$ cat src/rtl/tdm_clock_gen.sv
// tdm_clock_gen: SCK / WS-FSYNC generator for I2S and TDM audio ports.
//   clk_i          system clock; every output is registered in this domain
//   rst_i          asynchronous active-high reset
//   en_i           run request, acted on in IDLE and at frame boundaries only
//   mode_i         0 = I2S half-frame WS, 1 = TDM one-SCK frame-sync pulse
//   sck_div_i      SCK period in clk_i cycles (values below 2 run as 2)
//   sck_o          serial bit clock
//   ws_o           word select / frame sync
//   sck_rise_o     strobe in the cycle sck_o goes 0->1
//   sck_fall_o     strobe in the cycle sck_o goes 1->0
//   frame_start_o  strobe in the first cycle of slot 0 bit 0
//   slot_idx_o     current slot
//   bit_idx_o      current bit within the slot
//   busy_o         generator running
module tdm_clock_gen #(
    parameter int   DIV_W     = 8,
    parameter int   NUM_SLOTS = 2,
    parameter int   SLOT_BITS = 32,
    parameter logic WS_POL    = 1'b0,
    localparam int  SW        = (NUM_SLOTS > 1) ? $clog2(NUM_SLOTS) : 1,
    localparam int  BW        = $clog2(SLOT_BITS)
) (
    input  logic             clk_i,
    input  logic             rst_i,
    input  logic             en_i,
    input  logic             mode_i,
    input  logic [DIV_W-1:0] sck_div_i,
    output logic             sck_o,
    output logic             ws_o,
    output logic             sck_rise_o,
    output logic             sck_fall_o,
    output logic             frame_start_o,
    output logic [SW-1:0]    slot_idx_o,
    output logic [BW-1:0]    bit_idx_o,
    output logic             busy_o
);
    typedef enum logic {IDLE, RUN} state_t;
    state_t           state_q, state_d;
    logic [DIV_W-1:0] div_q, div_d, ph_q, ph_d, div_eff, lo, hi;
    logic             mode_q, mode_d, sck_q, sck_d, ws_q, ws_d;
    logic             rise_q, rise_d, fall_q, fall_d, fs_q, fs_d;
    logic [SW-1:0]    slot_q, slot_d, slot_n;
    logic [BW-1:0]    bit_q, bit_d, bit_n;
    logic             run, rise_now, fall_now, bit_wrap, slot_wrap, frame_end, start;
    assign run       = (state_q == RUN);
    assign div_eff   = (sck_div_i < DIV_W'(2)) ? DIV_W'(2) : sck_div_i;
    // low phase gets the odd cycle: ceil(D/2) low, floor(D/2) high
    assign lo        = DIV_W'(div_q[DIV_W-1:1]) + DIV_W'(div_q[0]);
    assign hi        = DIV_W'(div_q[DIV_W-1:1]);
    assign rise_now  = run && !sck_q && (ph_q == lo - DIV_W'(1));
    assign fall_now  = run && sck_q && (ph_q == hi - DIV_W'(1));
    assign bit_wrap  = (bit_q == BW'(SLOT_BITS - 1));
    assign slot_wrap = (slot_q == SW'(NUM_SLOTS - 1));
    assign frame_end = fall_now && bit_wrap && slot_wrap;
    // a frame starts from IDLE or at a boundary fall when still enabled
    assign start     = en_i && (!run || frame_end);
    assign bit_n     = bit_wrap ? '0 : bit_q + BW'(1);
    assign slot_n    = bit_wrap ? (slot_wrap ? '0 : slot_q + SW'(1)) : slot_q;
    always_ff @(posedge clk_i or posedge rst_i) begin
        if (rst_i) begin
            state_q <= IDLE;
            div_q   <= DIV_W'(2);
            mode_q  <= 1'b0;
            ph_q    <= '0;
            sck_q   <= 1'b0;
            ws_q    <= ~WS_POL;
            rise_q  <= 1'b0;
            fall_q  <= 1'b0;
            fs_q    <= 1'b0;
            slot_q  <= '0;
            bit_q   <= '0;
        end else begin
            state_q <= state_d;
            div_q   <= div_d;
            mode_q  <= mode_d;
            ph_q    <= ph_d;
            sck_q   <= sck_d;
            ws_q    <= ws_d;
            rise_q  <= rise_d;
            fall_q  <= fall_d;
            fs_q    <= fs_d;
            slot_q  <= slot_d;
            bit_q   <= bit_d;
        end
    end
    always_comb begin
        state_d = !run ? (en_i ? RUN : IDLE) : ((frame_end && !en_i) ? IDLE : RUN);
    end
    always_comb begin
        div_d  = start ? div_eff : div_q;
        mode_d = start ? mode_i : mode_q;
        ph_d   = '0;
        sck_d  = 1'b0;
        ws_d   = ~WS_POL;
        rise_d = 1'b0;
        fall_d = 1'b0;
        fs_d   = 1'b0;
        slot_d = '0;
        bit_d  = '0;
        if (start) begin
            ws_d   = WS_POL;
            fs_d   = 1'b1;
            fall_d = frame_end;
        end else if (state_d == RUN) begin
            ph_d   = (rise_now || fall_now) ? '0 : ph_q + DIV_W'(1);
            sck_d  = rise_now || (sck_q && !fall_now);
            rise_d = rise_now;
            fall_d = fall_now;
            slot_d = fall_now ? slot_n : slot_q;
            bit_d  = fall_now ? bit_n : bit_q;
            // in TDM mode every non-boundary fall ends the sync pulse
            ws_d   = !fall_now ? ws_q :
                     (mode_q ? ~WS_POL : ((slot_n < SW'(NUM_SLOTS / 2)) ? WS_POL : ~WS_POL));
        end
    end
    assign sck_o         = sck_q;
    assign ws_o          = ws_q;
    assign sck_rise_o    = rise_q;
    assign sck_fall_o    = fall_q;
    assign frame_start_o = fs_q;
    assign slot_idx_o    = slot_q;
    assign bit_idx_o     = bit_q;
    assign busy_o        = run;
endmodule

$ cat config.mk
export PLATFORM = sky130hd
export DESIGN_NAME = tdm_clock_gen
export DESIGN_NICKNAME = d
export VERILOG_FILES = /design/src/rtl/tdm_clock_gen.sv
export SDC_FILE = /design/constraint.sdc
export NUM_CORES = 1
export LEC_CHECK = 0
export BUFFER_PORTS_ARGS = -buffer_cell sky130_fd_sc_hd__buf_2
export CORE_AREA = 2 2 77 49
export CTS_BUF_LIST = sky130_fd_sc_hd__clkbuf_4 sky130_fd_sc_hd__clkbuf_8 sky130_fd_sc_hd__clkbuf_16
export CTS_CLUSTER_DIAMETER = 120
export DETAILED_ROUTE_END_ITERATION = 10
export DIE_AREA = 0 0 79 51
export HOLD_SLACK_MARGIN = 0.15
export PLACE_DENSITY = 0.75
export SYNTH_ARGS = -nofsm -noshare
export SYNTH_HDL_FRONTEND = slang
export SYNTH_SLANG_ARGS = --single-unit
$ cat constraint.sdc
create_clock -name clk_i -period 3.15 [get_ports clk_i]
set_input_delay 0.315 -clock clk_i [delete_from_list [all_inputs] [get_ports clk_i]]
set_output_delay 0.315 -clock clk_i [all_outputs]
set_load 0.01 [all_outputs]
==> results by stage <==
Clocking:
- Gates resized during post-CTS repair numbered 0.
- The number of hold buffers added after CTS is 0.
- The H-tree generated during clock tree synthesis spans 2 levels.
- Counting along the longest clock path gives a buffer depth of 2.
- The number of sinks handled by clock tree synthesis is 29.
- The worst-skew pair later-pin latency is 0.27 ns.
- The clock buffer count from CTS is 5.
- The root buffer selected by CTS is sky130_fd_sc_hd__clkbuf_8.
- The post-CTS setup-driven buffer insertion count is 0.
- Clock-pin slew was measured on the worst setup and hold paths at about 0.060 ns.
- The TritonCTS clock tree is yes.

GRT:
- The global-route usage over all layers is 0.225.
- The number of global-route vias before repair is 1404.
- The global route total overflow is 0.
- The largest net degree at the start of global routing is 30.
- The number of antenna violations at the first check in global routing was 0.
- The first-pass GRT wire length is roughly 6800 µm.

Setup path:
- The worst reg-to-reg setup slack is about 0.4 ns.
- For the worst setup path, the data required time is 3.31 ns.
- The largest fanout on the critical path is 18.
- STA classifies the critical path startpoint as a register.
- The worst setup path is of the register to register kind.
- Data on the critical path arrives at its endpoint at a little under 3 ns.
- The worst setup path is captured at a register.

Logic synthesis:
- The number of distinct library cells after synthesis is roughly 50.
- Counting flops with a built-in enable in the synthesized netlist gives 0.
- The synthesized netlist cell count is 181.
- The synthesized design spends more area on one cell type than any other, namely sky130_fd_sc_hd__dfrtp_1.
- The async set or reset register ratio after synthesis is 1.00.
- Of the post-synthesis cell area, the dominant cell type holds 0.369.
- During synthesis, Yosys emitted a total of 0 warnings.
- Summing every instance area after synthesis gives 1830 µm².
- Of the synthesized area, sequential elements account for 0.398.
- In this run the mean area of a mapped cell was 10.1 µm².
- After synthesis the netlist holds a flip-flop and latch count of 29.
- Sorting the synthesized cells by area gives the leading types as sky130_fd_sc_hd__dfrtp_1 37%, sky130_fd_sc_hd__mux2_4 4.9%, sky130_fd_sc_hd__xor2_1 4.8%.
- The total nets after synthesis is 199.
- For this run, the leading register cell type out of synthesis is sky130_fd_sc_hd__dfrtp_1.

Detailed routing:
- The routed length per instance is between 15 and 20 µm.
- The number of nets still failing antenna checks after routing is 0.
- The total number of vias is 1465.
- The number of vias per cell is 5.86.
- For this block, the routed nets add up to about 4000 µm of wire.
- The iteration-0 DRC count of the detailed router is between 200 and 250.
- For this run, design rule violations remaining after detail routing come to 0.
- The number of iterations in the first detailed-routing pass is 4.

Power and ir drop:
- The ratio of total power to cell area is about 650 nW/µm².
- The worst supply voltage drop on vdd is 301 µV.
- The analysis attributes to cell leakage a power of a little over 0.9 nW.

STA:
- Setup repair after global routing left no endpoint under its margin.
- Summed over all failing endpoints, the final setup total negative slack is 0 ns.
- The setup skew after layout is 0.00757 ns.
- The final critical-path share of the clock period is 0.874.
- The worst-case hold slack is 0.275 ns.
- The number of hold violations in the final report came to 0.
- Setup violations remaining at the end of the flow were counted as 0.
- The worst path needs 2.75 ns of the cycle, external delays included.
- The final count of pins violating max slew is 0.
- Static timing analysis puts the maximum clock frequency at approximately 360 MHz.
- Headroom to the max-slew limit came out at 0.295.
- The transition time at the pin with the least slew margin is 1.06 ns.

Layout:
- The number of nets at the end of the flow is 220.
- Leaving out fill and tap cells, the most frequent cell in the layout is sky130_fd_sc_hd__dfrtp_1.
- The antenna diode count is 0.
- The fraction of final layout cells with drive strength greater than 1 is 0.256.
- The fill cell total of the finished layout is 295.
- The top cell types in the final layout, fill and taps aside, are 27 x sky130_fd_sc_hd__dfrtp_1, 23 x sky130_fd_sc_hd__buf_2, 12 x sky130_fd_sc_hd__nor3_1, 11 x sky130_fd_sc_hd__nand2_1, 10 x sky130_fd_sc_hd__xor2_1.
- The area overhead of the layout relative to synthesis is 13.0%.

Floorplan:
- In this run the standard cell core region covers ~3400 µm².
- The horizontal extent of the die is 79 µm.
- The number of I/O pins is 24.
- The number of core rows is 17.
- In this run the vertical extent of the chip is 51 µm.
- The initial cell density of the core is 0.531.
- The die covers 4030 µm².

Placement:
- The weighted congestion at the end of routability-driven global placement is roughly 0.96.
- Detailed placement ended at an HPWL of 2970 µm.
- The total of buffers placed on input and output ports is 23.

Run status:
- The flow ran to the end, and the final reports show no timing, DRC or antenna violations.

Hold path:
- The worst min-delay path class is primary input to register.

Run:
- Across the run, the number of max-cap violations was 0.
## cell families after synthesis
kind of cell | after synthesis | share of synthesized area
mux | 10 | 0.0718
buf+inv | 18 | 0.0410
compound gates | 31 | 0.135
fa+ha+maj | 6 | 0.0410
simple gates | 70 | 0.228
flops | 29 | 0.398
xor+xnor | 17 | 0.0854
## final timing paths
path	start	end	depth (start not counted)
min in group asynchronous	rst_i	sck_o	2
max reg2reg	div_q[1]	div_q[6]	9
min	en_i	busy_o	3
max	div_q[1]	div_q[6]	9
max in group asynchronous	rst_i	ph_q[1]	2
min reg2reg	mode_q	mode_q	1
## routing by layer
| metal | vias to the layer above | GRT usage | wire length [µm] |
|---|---|---|---|
| met2 | 66 | 0.353 | 1830 |
| met1 | 705 | 0.313 | 1810 |
| met4 | 0 | 0.0517 | 16 |
| li1 | 692 | - | - |
| met3 | 2 | 0.0583 | 323 |
| met5 | - | 0 | 0 |
## registers in the layout, indices dropped and copies added (netlist names)
register	cells
sck_o	1
bit_idx_o	5
ph_q	8
div_q	8
busy_o	1
sck_rise_o	1
slot_idx_o	1
sck_fall_o	1
mode_q	1
ws_o	1
frame_start_o	1
## synthesized netlist by cell type (2+ instances only)
master / instances
sky130_fd_sc_hd__ha_1: 6
sky130_fd_sc_hd__nor2_1: 6
sky130_fd_sc_hd__nand4b_1: 2
sky130_fd_sc_hd__a21boi_0: 4
sky130_fd_sc_hd__inv_1: 8
sky130_fd_sc_hd__xor2_1: 10
sky130_fd_sc_hd__nand3b_1: 3
sky130_fd_sc_hd__o21ai_0: 5
sky130_fd_sc_hd__mux2i_1: 3
sky130_fd_sc_hd__nand2_1: 11
sky130_fd_sc_hd__xnor2_1: 6
sky130_fd_sc_hd__a31oi_1: 3
sky130_fd_sc_hd__mux2_4: 6
sky130_fd_sc_hd__dfstp_2: 2
sky130_fd_sc_hd__clkbuf_1: 6
sky130_fd_sc_hd__nand2b_1: 5
sky130_fd_sc_hd__or2_2: 2
sky130_fd_sc_hd__or3_1: 4
sky130_fd_sc_hd__nor3_1: 12
sky130_fd_sc_hd__nand3_1: 9
sky130_fd_sc_hd__a21oi_1: 6
sky130_fd_sc_hd__dfrtp_1: 27
sky130_fd_sc_hd__a21boi_1: 2
sky130_fd_sc_hd__o211ai_1: 2
sky130_fd_sc_hd__and3_1: 5
sky130_fd_sc_hd__buf_2: 3
## cell type report
type | instances | area, µm² | share of cell area
Timing Repair Buffer | 24 | 123 | 0.0593
Multi-Input combinational cell | 134 | 1030 | 0.497
Clock inverter | 1 | 5.00 | 0.00242
Clock buffer | 7 | 96.3 | 0.0466
Sequential cell | 29 | 728 | 0.352
Inverter | 8 | 30.0 | 0.0145
Tap cell | 47 | 58.8 | 0.0284
## metrics by stage
stage          setup slack, ns  std cells  utilization  instance area, µm²  total power (W)
2_1_floorplan            0.700        181            -                1830         0.000896
3_3_place_gp             0.486        242        0.571                1970         0.000982
3_5_place_dp             0.410        242        0.571                1970          0.00102
4_1_cts                  0.397        250        0.600                2070          0.00136
5_1_grt                  0.231        250        0.600                2070          0.00145
6_report                 0.397        250        0.600                2070          0.00135
## report_power, final
group | switching, W | internal [W]
Clock | 0.000135 | 0.000197
Sequential | 0.000132 | 0.000455
Combinational | 0.000228 | 0.000208
## worst max-delay path, cell delays in order (launching register included)
cell and delay (ns):
sky130_fd_sc_hd__dfstp_2 0.55, sky130_fd_sc_hd__inv_1 0.08, sky130_fd_sc_hd__ha_1 0.30, sky130_fd_sc_hd__xor2_1 0.13
sky130_fd_sc_hd__nand4_1 0.17, sky130_fd_sc_hd__nor4_4 0.37, sky130_fd_sc_hd__o311ai_4 0.27, sky130_fd_sc_hd__o22ai_2 0.17
sky130_fd_sc_hd__buf_4 0.23, sky130_fd_sc_hd__mux2_2 0.36
Note: power is estimated with default switching activity, not from simulation.
